## config.mk

```make
export PLATFORM = sky130hd
export DESIGN_NAME = vga_timing_gen
export DESIGN_NICKNAME = d
export VERILOG_FILES = /design/src/rtl/vga_timing_gen.sv
export SDC_FILE = /design/constraint.sdc
export NUM_CORES = 1
export LEC_CHECK = 0
export CAP_MARGIN = 20
export CORE_ASPECT_RATIO = 0.7
export CORE_UTILIZATION = 47
export DETAILED_ROUTE_END_ITERATION = 7
export MAX_ROUTING_LAYER = met4
export PLACE_DENSITY = 0.7
export SYNTH_ARGS = -nofsm -noshare
export SYNTH_HDL_FRONTEND = slang
export SYNTH_SLANG_ARGS = --single-unit
```

## constraint.sdc

```tcl
create_clock -name pixel_clock -period 3.98 [get_ports pixel_clock]
set_clock_uncertainty 0.1 [all_clocks]
set_input_delay 0.796 -clock pixel_clock [delete_from_list [all_inputs] [get_ports pixel_clock]]
set_output_delay 0.796 -clock pixel_clock [all_outputs]
set_load 0.05 [all_outputs]
```

## src/rtl/vga_timing_gen.sv

```systemverilog
// Raster timing generator: h/v counters, sync, blank, pixel coordinates, frame/line pulses.
// Optional vertical-blank interrupt is built when VGA_TIMING_VBLANK_IRQ_EN is defined.
module vga_timing_gen #(
  parameter int H_ACTIVE   = 640,
  parameter int H_FP       = 16,
  parameter int H_SYNC     = 96,
  parameter int H_BP       = 48,
  parameter int V_ACTIVE   = 480,
  parameter int V_FP       = 10,
  parameter int V_SYNC     = 2,
  parameter int V_BP       = 33,
  parameter int H_SYNC_POL = 0,
  parameter int V_SYNC_POL = 0,
  parameter int CW         = 11
) (
  input  logic          pixel_clock,
  input  logic          reset_n,
  input  logic          enable,
  output logic          h_synch,
  output logic          v_synch,
  output logic          blank,
  output logic [CW-1:0] pixel_x,
  output logic [CW-1:0] pixel_y,
  output logic          sof,
  output logic          eol,
  output logic          irq,
  input  logic          irq_ack
);

  localparam int H_TOTAL = H_ACTIVE + H_FP + H_SYNC + H_BP;
  localparam int V_TOTAL = V_ACTIVE + V_FP + V_SYNC + V_BP;

  localparam logic [CW-1:0] H_LAST   = CW'(H_TOTAL - 1);
  localparam logic [CW-1:0] V_LAST   = CW'(V_TOTAL - 1);
  localparam logic [CW-1:0] H_ACT_W  = CW'(H_ACTIVE);
  localparam logic [CW-1:0] V_ACT_W  = CW'(V_ACTIVE);
  localparam logic [CW-1:0] HS_START = CW'(H_ACTIVE + H_FP);
  localparam logic [CW-1:0] HS_END   = CW'(H_ACTIVE + H_FP + H_SYNC);
  localparam logic [CW-1:0] VS_START = CW'(V_ACTIVE + V_FP);
  localparam logic [CW-1:0] VS_END   = CW'(V_ACTIVE + V_FP + V_SYNC);
  localparam logic          HS_ACT   = H_SYNC_POL[0];
  localparam logic          VS_ACT   = V_SYNC_POL[0];

  logic [CW-1:0] hc;
  logic [CW-1:0] vc;
  logic [CW-1:0] hc_next;
  logic [CW-1:0] vc_next;
  logic          active;
  logic          hs_on;
  logic          vs_on;

  always_comb begin
    hc_next = hc + CW'(1);
    vc_next = vc;
    if (hc == H_LAST) begin
      hc_next = '0;
      vc_next = (vc == V_LAST) ? '0 : vc + CW'(1);
    end
    active = (hc < H_ACT_W) && (vc < V_ACT_W);
    hs_on  = (hc >= HS_START) && (hc < HS_END);
    vs_on  = (vc >= VS_START) && (vc < VS_END);
  end

  // Outputs are registered from the current counter position, so they trail hc/vc by one edge.
  always_ff @(posedge pixel_clock or negedge reset_n) begin
    if (!reset_n) begin
      hc      <= '0;
      vc      <= '0;
      pixel_x <= '0;
      pixel_y <= '0;
      h_synch <= ~HS_ACT;
      v_synch <= ~VS_ACT;
      blank   <= 1'b1;
      sof     <= 1'b0;
      eol     <= 1'b0;
    end else if (enable) begin
      hc      <= hc_next;
      vc      <= vc_next;
      pixel_x <= hc;
      pixel_y <= vc;
      h_synch <= hs_on ? HS_ACT : ~HS_ACT;
      v_synch <= vs_on ? VS_ACT : ~VS_ACT;
      blank   <= ~active;
      sof     <= (hc == '0) && (vc == '0);
      eol     <= (hc == H_LAST);
    end
  end

`ifdef VGA_TIMING_VBLANK_IRQ_EN
  logic vblank_start;
  assign vblank_start = (hc == '0) && (vc == V_ACT_W);

  // A new set outranks a simultaneous acknowledge so no vertical-blank event is lost.
  always_ff @(posedge pixel_clock or negedge reset_n) begin
    if (!reset_n) begin
      irq <= 1'b0;
    end else if (enable && vblank_start) begin
      irq <= 1'b1;
    end else if (irq_ack) begin
      irq <= 1'b0;
    end
  end
`else
  logic unused_ack;
  assign unused_ack = irq_ack;
  assign irq        = 1'b0;
`endif

endmodule

```

# Word-level counts from Yosys, hierarchy flattened
# Index checks and enable logic that the tools add are counted.
dict set report classes {
  n_addsub 2
  order_cmp 6
  n_eq_ne 2
  muxes 4
  n_bitwise 1
  n_reduce_logical 7
}
# cell count
set op_table {}
lappend op_table {{11-bit by 1-bit adder with 11-bit output, second input constant} 2}
lappend op_table {{11-bit by 10-bit == test with 1-bit output, second input constant} 2}
lappend op_table {{11-bit logical NOT} 2}
lappend op_table {{11-bit by 10-bit < comparator with 1-bit output, second input constant} 2}
lappend op_table {{11-bit by 9-bit < comparator with 1-bit output, second input constant} 2}
lappend op_table {{11-bit 2-to-1 mux} 2}
lappend op_table {{11-bit by 10-bit >= comparator with 1-bit output, second input constant} 1}
lappend op_table {{11-bit by 9-bit >= comparator with 1-bit output, second input constant} 1}
lappend op_table {{1-bit logical AND} 4}
lappend op_table {{1-bit 2-to-1 mux} 2}
lappend op_table {{2-bit AND reduction} 1}
lappend op_table {{1-bit inverter} 1}
dict set report word_totals {
  ff_bits 49
  inputBits 4
  out_inout_bits 28
  elab_cells 31
}

# Logic depth before layout (Yosys ltp)
dict set report depth {
  depth_word 3
  mapped_depth 6
  depth_no_buf 6
}

# Worst setup path after synthesis
# No wires, ideal clock.
dict set report synth_timing {
  path_type {register to register}
  from {register hc[5]}
  to {register vc[10]}
  setup_time_ns 0.125
  arrival_time_ns 1.942
  t_required_ns 3.755
  setup_slack_ns 1.814
  stages_incl_launch_ff 6
  n_path_buf 1
  synth_period_minus_slack_ns 2.166
  cell_sequence {dfrtp_1 buf_6 or3_2 or3_1 nor3_1 mux2_2}
}
dict set report synth_via {
  elab_chain_len 2
}
# element line_no
set synth_lines {}
lappend synth_lines {{start: declaration} 44} ;# logic [CW-1:0] hc;
lappend synth_lines {{start signal: assignment} 77} ;# hc <= hc_next;
lappend synth_lines {{11-bit by 10-bit == test with 1-bit output} 55} ;# if (hc == H_LAST) begin
lappend synth_lines {{2-bit AND reduction (no source line)} --}
lappend synth_lines {{end signal: assignment} 78} ;# vc <= vc_next;
lappend synth_lines {{end: declaration} 45} ;# logic [CW-1:0] vc;
# No other way between the ends.
# A chain may end at the register's enable or synchronous reset.

==> results.md <==
Placed design
* 29 — number of port buffers
* 2560 um2 — instance area after placement
* 0.851 — final estimated routing congestion in global placement
* 2970 um — half-perimeter wire length after detailed placement

Power
* 0.323 — proportion of total power due to net switching
* 0.262 — clock share of power
* 0.506 — part of the total power dissipated in sequential elements
* 0.00116 uW — Leak
* 0.232 — combinational group share of total power
* 819 uW — Internal Dissipation
* 390 uW — reported net switching power
* 451 nW/um2 — power density over the cells
* 0.345 mV — maximum ir drop on the vdd rail

Synth
* 1.00 — post-synthesis async set-or-reset flop share
* 0 — Post-synth EDFFs
* 0.544 — sequential-to-total area share from yosys stat
* 208 — number of nets in the synthesized netlist
* dfrtp_1 — top_reg_cell synth
* 11.3 um2 — mean instance size in the synthesized netlist
* 49 — flops & latches, synth
* 2260 um2 — mapped cell area
* 200 — Syn Inst Count
* 41 — Netlist cell types
* 0 — Ys Warns

Global routing
* 1483 — number of global-route vias before repair
* 0 — total gr overflow
* 0.207 — overall global routing resource usage
* 50 — largest net degree at the start of global routing
* 7570 um — global-route wire length before repair
* 0 — number of antenna violations at the first check in global routing

Critical path
* clkdlybuf4s50_1, buf_4, nand2_1, or4_1, nand3_1, o21ai_0 — crit path cell chain
* or4_1 — critical-path cell with the highest stage delay
* flop — Worst Setup End Kind
* 2.68 ns — Critical Path AT
* in -> reg — Crit Path Class
* 4.06 ns — required time at the worst-slack endpoint
* 0.58 ns — Crit path largest cell delay
* 4 — FF-to-FF path depth
* 40 — Critical Path Fanout Max
* input port — Critical Path Start Type

Clock network
* 49 — clock net sink count
* done — clock tree from TritonCTS
* 5 — number of buffers created by CTS
* 0 — setup fix buffers added after clock tree synthesis
* 0 — number of gates resized after CTS
* 0 — hold-fix buffers at CTS
* 0.30 ns — Clk Latency, worst-skew pair
* 2 — H-tree levels
* clkbuf_8 — Clock Tree Root
* 2 — clock tree buffer depth
* 0.08 ns — Clock Pin Slew Worst Setup and Hold Paths

Outcome
* finished, violations left — status
* design-rule violations — violated checks

Route
* 15.6 um — Routed WL per cell
* 1577 — detailed-route via count
* 0 — antenna-violating nets left
* 6 — first-pass iteration count of the detailed router
* 4410 um — wire length reported by the detailed router
* 5.59 — vias per std cell
* 163 — Iteration-0 DRC Markers
* 2 — post-detailed-route DRC marker count

STA
* 0 — final number of max-transition violations
* no — unrepaired setup endpoints after global routing
* 0 — number of hold violations in the final report
* 0.653 — fin crit share
* 0.770 ns — transition time of the tightest slew-check pin
* 2.60 ns — minimum clock period
* 0 ns — total negative slack for setup checks
* 0.482 — Worst slew margin
* 0.385 GHz — Fmax
* 0 — total of endpoints with negative setup slack in the final report

Layout
* 0 — number of diodes
* 0.599 — post-layout util
* 0.185 — share of post-route cells with drive strength above 1
* 18.8% — area grow syn2layout
* 234 — final layout net count
* 2680 um2 — finished layout cell area
* dfrtp_1 (46), clkdlybuf4s50_1 (28), mux2_2 (22) — most frequent cells in the layout
* dfrtp_1 — most common cell after layout, fill and taps aside

Die
* 84.9 um — horizontal die dimension
* 20 — placement row count
* 4480 um2 — Std-Cell Core Area
* 0.504 — initial core utilization
* 5090 um2 — area enclosed by the die boundary
* 32 — I/O pin count
* 60.0 um — die height

Job
* 0 — # Max-Cap Violations

Hold path
* in -> async — worst hold-check path type

power by group through the flow:
stage	Combinational [uW]	Sequential, uW	Clock, uW
2_1_floorplan	137	682	0
3_3_place_gp	275	621	0
3_5_place_dp	279	623	0
4_1_cts	280	614	327
5_1_grt	299	622	349
6_report	280	612	317
registers in the layout (all words and copies together), names as in the netlist:
name / flops
hc: 11
sof: 1
h_synch: 1
vc: 11
pixel_y: 11
eol: 1
pixel_x: 11
v_synch: 1
blank: 1
final timing paths:
check                                     from                     end  slack [ns]
min                                    reset_n  pixel_x[4]$_DFFE_PN0P_        0.23
max in group asynchronous              reset_n       blank$_DFFE_PN1P_        3.03
max reg2reg                  hc[5]$_DFFE_PN0P_      vc[10]$_DFFE_PN0P_        1.70
min in group pixel_clock   v_synch$_DFFE_PN1P_     v_synch$_DFFE_PN1P_        0.39
max                                     enable       hc[9]$_DFFE_PN0P_        1.38
min reg2reg                v_synch$_DFFE_PN1P_     v_synch$_DFFE_PN1P_        0.39
layout make-up:
type | instances | area, um2
clock buffers | 7 | 96.3
well taps | 55 | 68.8
inverters | 7 | 26.3
flip-flops and latches | 49 | 1230
multi-input cells | 132 | 945
repair buffers | 31 | 313
clock inverters | 1 | 5.00
fillers | 393 | 1800
logic make-up after synthesis:
family,share of synthesized area
xor+xnor,0.0388
compound gates,0.0653
mux,0.114
flops,0.544
other cells,0.00166
buf+inv,0.0377
fa+ha+maj,0.0221
simple gates,0.176
worst max-delay path, delay by kind of cell:
kind / cells / cell delay, ns
simple gates: 3 / 0.92
compound gates: 1 / 0.07
buf+inv: 2 / 0.87
metrics by stage:
step / hold WS [ns] / std cells / power [uW] / worst slack (ns)
after global placement: 0.385 / 273 / 896 / 1.05
after global routing: 0.223 / 282 / 1270 / 1.29
final: 0.229 / 282 / 1210 / 1.38
after CTS: 0.395 / 281 / 1220 / 1.37
after floorplan: 0.374 / 200 / 819 / 1.81
after detailed placement: 0.380 / 273 / 902 / 1.05
synth_stat cells (4+ instances only):
library cell,instances,share of area
nor3_1,5,0.011
nand2_1,12,0.020
xnor2_1,6,0.023
o21ai_0,14,0.031
a31oi_1,5,0.014
inv_1,7,0.012
clkbuf_1,8,0.013
nor2_1,7,0.012
xor2_1,4,0.016
mux2_2,22,0.11
nand4_1,5,0.014
nor4_1,5,0.014
nand3_1,11,0.024
ha_1,4,0.022
dfrtp_1,46,0.51
layer usage:
layer | vias up | global-route usage | routed length (um)
met5 | - | - | 0
met4 | 0 | 0.0678 | 27
met3 | 2 | 0.0483 | 255
met2 | 48 | 0.281 | 1810
met1 | 752 | 0.304 | 2310
li1 | 775 | - | -
No activity file was read; power rests on OpenSTA's default activity.
